File: config.mk
export PLATFORM = sky130hd
export DESIGN_NAME = pc_register
export DESIGN_NICKNAME = d
export VERILOG_FILES = /design/src/rtl/pc_register.sv
export SDC_FILE = /design/constraint.sdc
export NUM_CORES = 1
export LEC_CHECK = 0
export CORE_ASPECT_RATIO = 0.7
export CORE_MARGIN = 8
export CORE_UTILIZATION = 30
export CTS_BUF_LIST = sky130_fd_sc_hd__clkbuf_2 sky130_fd_sc_hd__clkbuf_4 sky130_fd_sc_hd__clkbuf_8
export DETAILED_ROUTE_END_ITERATION = 8
export GPL_TIMING_DRIVEN = 0
export PLACE_DENSITY_LB_ADDON = 0.3
export SYNTH_ARGS = -nofsm -noshare
export SYNTH_HDL_FRONTEND = slang
export SYNTH_SLANG_ARGS = --single-unit
File: constraint.sdc
create_clock -name clk -period 2.65 [get_ports clk]
set_clock_uncertainty 0.2 [all_clocks]
set_input_delay 0.53 -clock clk [delete_from_list [all_inputs] [get_ports clk]]
set_output_delay 0.53 -clock clk [all_outputs]
set_load 0.1 [all_outputs]
File: src/rtl/pc_register.sv
// pc_register: program counter for the fetch stage.
// Holds the address of the next instruction word. On each rising clock edge
// the counter either loads a branch/jump target, advances by INC_STEP, or
// holds. Priority is load over increment over hold. An active-low
// asynchronous reset clears the counter. data_out is driven straight from
// the register, so no input reaches it combinationally except reset.
module pc_register #(
  parameter int unsigned           WIDTH       = 16,
  parameter logic [WIDTH-1:0]      RESET_VALUE = '0,
  parameter logic [WIDTH-1:0]      INC_STEP    = {{(WIDTH-1){1'b0}}, 1'b1}
) (
  input  logic             clk,
  input  logic             reset,
  input  logic             load_enable,
  input  logic             inc,
  input  logic [WIDTH-1:0] data_in,
  output logic [WIDTH-1:0] data_out
);

  logic [WIDTH-1:0] count;
  logic [WIDTH-1:0] count_next;

  // Choose the next counter value: load wins over increment, otherwise hold.
  // The sum is WIDTH bits wide, so the carry out is dropped and 0xFFFF + 1
  // wraps to 0x0000.
  always_comb begin
    count_next = count;
    if (load_enable) begin
      count_next = data_in;
    end else if (inc) begin
      count_next = count + INC_STEP;
    end
  end

  // Counter register. Reset is checked first and asynchronously, so X on the
  // other inputs cannot reach the counter while reset is held low.
  always_ff @(posedge clk or negedge reset) begin
    if (!reset) begin
      count <= RESET_VALUE;
    end else begin
      count <= count_next;
    end
  end

  assign data_out = count;

endmodule

# [Yosys cells after proc, flatten, opt, wreduce, memory -nomap -nowiden]
# Index checks and enable logic that the tools add are counted.
# W data, S select, Z words.
[classes] n_reduce_logical=1 order_cmp=0 n_addsub=1 n_shift=0 n_div=0 eq_ne=0 n_mux=2 bitwise_logic=0 multipliers=0
[op_table] op="$mux W16" count=2
[op_table] op="$add A16 B1 Y16 const B" count=1
[op_table] op="$reduce_bool A2 Y1" count=1
[word_totals] elab_cells=5 output_inout_bits=16 latchBits=0 mem_count=0 ramBits=0 inputBits=20 reg_bits=16 mem_bits_ro=0

# [Logic depth before layout (Yosys ltp)]
[depth] ltp_word=3 depth_mapped=6 depth_no_buf=5

# [Least setup slack after synthesis]
# No wires, ideal clock.
[synth_path] path_type="register -> register" start="register count[0], in the netlist data_out[0]" end="register count[10], in the netlist data_out[10]" setup_slack_ns=0.333 setup_time_ns=0.083 arrival_ns=2.034 stages_incl_launch_ff=7 n_path_buf=1 t_required_ns=2.367 path_cell_list="dfrtp_1 -> ha_1 -> and4_1 -> buf_4 -> nand4_1 -> xor2_1 -> o21ai_0"
[synth_between] elab_chain_len=3
[synth_lines] element="start, declared" line="20" text="logic [WIDTH-1:0] count;"
[synth_lines] element="start signal, assigned" line="41" text="count <= count_next;"
[synth_lines] element="$add A16 B1 Y16" line="31" text="count_next = count + INC_STEP;"
[synth_lines] element="$mux W16" line="30" text="end else if (inc) begin"
[synth_lines] element="$mux W16" line="28" text="if (load_enable) begin"
# Every way passes these cells. The select of a mux whose other input is x is not followed.
# A chain may end at the register's enable or synchronous reset.

# [Worst setup path after layout]
[layout_path] start="register count[1], in the netlist data_out[1]" end="output port data_out[1]"
[layout_rtl] element="end, declared" line="17" text="output logic [WIDTH-1:0] data_out"
# No word-level cell between the ends.

==> reports/results.env <==
CP.REQUIRED_NS=1.92
COMBINATIONALPOWERSHARE=0.392
CLOCK_LATENCY_NS=0.25
DETAILEDROUTE.FIRSTITERATIONVIOLATIONS=24
POSTSYNTHCELLCOUNT=99
VIAS=851
FLOORPLAN.DIE.HEIGHT_UM=62.9
FIN_CRIT_SH=0.979
ANTENNA_CELLS=0
FINALWORSTPATHREQUIREDPERIOD_NS=2.59
POWER_FRAC_CLOCK=0.253
CTS_TREE='yes'
LARGEST_REGISTER_FF_COUNT=16
TIMING.FINAL.HOLD_VIOLATIONS=0
FINAL_ROUTED_WIRE_LENGTH_DIVIDED_BY_CELL_COUNT_UM=14.8
CRIT_PATH_END_KIND='output pin'
GRT_ANTENNA_BEFORE_REPAIR=0
DRIVE_ABOVE_1_SHARE=0.109
WORST_SLEW_MARGIN_REL=0.348
FLOW.AREA_GROWTH_FROM_SYNTHESIS_PCT=49.1
CRITICAL_PATH.STARTPOINT_TYPE='flop'
WORSTMARGINPINSLEW_NS=0.976
AVGVIACOUNTPERCELL=4.84
SYNTH.TOP_CELLS.BY_AREA='dfrtp_1 (42%), nand2_1 (7.2%), xnor2_1 (6.5%)'
GRT_MOST_USED_LAYER='met2'
CLK_PATH_BUF_DEPTH=2
GRT_PASS1_VIAS=929
REGISTER_AREA_UM2=400
GRT_START_MAX_NET_PINS=17
DIE_W_UM=83.0
DPL.CELL_COUNT=172
GRTUSAGEMET1=0.136
GRT.OVERFLOW.TOTAL=0
SWITCHING_POWER_OF_THE_NETS_W=0.000365
CLOCK_SINKS=16
SYNTH_SEQ_AREA_SHARE=0.424
HOLD_WS_NS=0.391
FINAL_NET_COUNT=160
FIRST_PASS_GRT_WIRE_LENGTH_MM=4.46
SYNTHESIS.YOSYS.WARNINGS=0
DIEAREA_UM2=5220
CTS_CLOCK_PIN_SLEW_FOR_THE_WORST_SETUP_AND_HOLD_PATHS_NS=0.07
SYNTHESIS.AREA_PER_INSTANCE_UM2=9.53
RSZ0062_AT_GRT='false'
MAX_FREQ_MHz=386
ROUTE.DETAILED.DRC=0
CP_DATA_ARRIVAL_TIME_NS=1.86
GLOBAL_ROUTE.USAGE.MET2=0.151
CTS_MAX_LEVEL=1
SYNTH_AREA_LEADER_CELL='dfrtp_1'
DETAILED_PLACEMENT_HPWL_MM=2.07
ROOT_BUFFER='clkbuf_8'
POWER_DENSITY_nW_PER_UM2=611
CRIT_CHAIN='clkdlybuf4s50_1'
NUMBER_OF_BUFFERS_CREATED_BY_CTS=3
DRT_WL_TOTAL_MM=2.61
P_INT_W=0.000494
VDD_DROP_MAX_mV=0.224
NUM_ROWS=17
GLOBALROUTETOTALUTIL=0.104
CRITPATHKIND='reg -> out'
YOSYSTOPAREACELLSHARE=0.424
FILL_COUNT=303
CP_TOP_FAMILY='buffers and inverters'
SYNTH.FF_LATCH_COUNT=16
STDCELL_COUNT=176
SEQ_POWER_SHARE=0.355
START_UTIL=0.306
LKG_PWR_nW=0.605
CRIT_PATH_MAX_FANOUT=4
CORE_AREA_UM2=3080
SYN_NETS=120
SETUP_TNS_NS=0
CRITPATHMAXSTAGEDELAY_NS=1.17
AREA_OF_THE_MULTI_INPUT_GATES_UM2=504
FINAL_ANTENNA_NET_COUNT=0
HP-CLASS='reg -> reg'
SYNTH.DISTINCT_CELLS=28
IO_BUFFERS=35
SYNTH.CELL_AREA_UM2=943
CTS-HOLD-FIX-BUFFERS=0
FLOORPLAN.IO_PINS=36
GP_ROUTABILITY_CONGESTION=0.805
OUTCOME='completed'
SWITCHING_SHARE=0.425
SETUP_VIOL=0
FINALMAXSLEWVIOLATIONS=0
GRT.MET3_USAGE=0.0521
DRT-PASS1-ITER-COUNT=4
CRITICAL_PATH.N_BUFFERS_INVERTERS=1
CPMAXSTAGEDELAYCELL='clkdlybuf4s50_1'
MAX_CAP_VIOL_COUNT=0
cell type report:
type                    instances  area share
multi-input cells              74       0.359
flip-flops and latches         16       0.285
repair buffers                 35       0.256
clock buffers                   4      0.0391
well taps                      38      0.0338
plain buffers                   5      0.0169
inverters                       4      0.0107
routing by layer:
metal | up-vias | part of all wire
li1 | 427 | -
met1 | 394 | 0.49
met2 | 30 | 0.42
met3 | 0 | 0.084
met4 | 0 | 0
met5 | - | 0
power by group through the flow:
stage          Clock, W  Sequential, W  Combinational, W
3_5_place_dp          0       0.000310          0.000341
3_3_place_gp          0       0.000307          0.000339
2_1_floorplan         0       0.000482         0.0000602
6_report       0.000217       0.000305          0.000336
5_1_grt        0.000236       0.000310          0.000354
4_1_cts        0.000227       0.000306          0.000340
synthesized netlist by cell type, drive strengths merged:
| master | n |
|---|---|
| dfrtp | 16 |
| o21ai | 13 |
| inv | 4 |
| xnor2 | 7 |
| nor3 | 2 |
| nand2b | 2 |
| nor4 | 2 |
| nand2 | 18 |
| o31a | 2 |
| nand3 | 4 |
| buf | 2 |
| a31oi | 2 |
| and4 | 4 |
| and3 | 2 |
| clkbuf | 3 |
| a311o | 1 |
| nand4 | 5 |
| ha | 1 |
| mux2i | 1 |
| nor2 | 3 |
| xor2 | 5 |
per-stage QoR:
stage | total power [W] | utilization | setup WS (ns) | cell area, um^2
2_1_floorplan | 0.000542 | - | 0.333 | 943
3_3_place_gp | 0.000646 | 0.435 | 0.247 | 1340
3_5_place_dp | 0.000651 | 0.435 | 0.232 | 1340
4_1_cts | 0.000873 | 0.452 | 0.00404 | 1390
5_1_grt | 0.000900 | 0.456 | 0.0204 | 1410
6_report | 0.000859 | 0.456 | 0.0561 | 1410
final timing paths:
path	startpoint	endpoint	slack, ns	cells past startpoint
hold / removal	data_out[12]	data_out[13]	0.39	2
max in group asynchronous	reset	data_out[11]	1.25	1
setup reg to reg	data_out[0]	data_out[14]	0.86	5
hold reg to reg	data_out[12]	data_out[13]	0.39	2
setup / recovery	data_out[1]	data_out[1]	0.06	1
min in group asynchronous	reset	data_out[7]	0.53	1
repair_timing:
item,CTS,global route
resized for setup,2,5
cloned,0,0
setup endpoints to repair,2,5
buffers inserted,0,0
cell usage in the layout (no fill, tap or decap), types with 2 or more instances in the layout:
master,netlist,layout
inv_1,4,4
o21ai_0,12,12
clkdlybuf4s50_1,0,28
nand4_4,2,2
nor2_1,2,2
nand2_1,18,18
o31a_1,2,2
clkbuf_1,3,3
xor2_1,5,5
nor3_1,2,2
dlygate4sd2_1,0,2
and4_2,3,3
nand3_1,4,4
dlymetal6s2s_1,0,5
a31oi_1,2,2
dfrtp_1,16,16
nand4_1,3,3
nand2b_1,2,2
xnor2_1,7,7
clkbuf_8,0,4
cells by family after synthesis:
family / Yosys count / share of synthesized area
adder cells (fa/ha/maj): 1 / 0.0133
AND/OR/NAND/NOR: 42 / 0.288
AO/OA/AOI/OAI: 18 / 0.111
flip-flops: 16 / 0.424
multiplexers: 1 / 0.0106
buffers and inverters: 9 / 0.0411
XOR/XNOR: 12 / 0.111
Note: power is estimated with default switching activity, not from simulation.
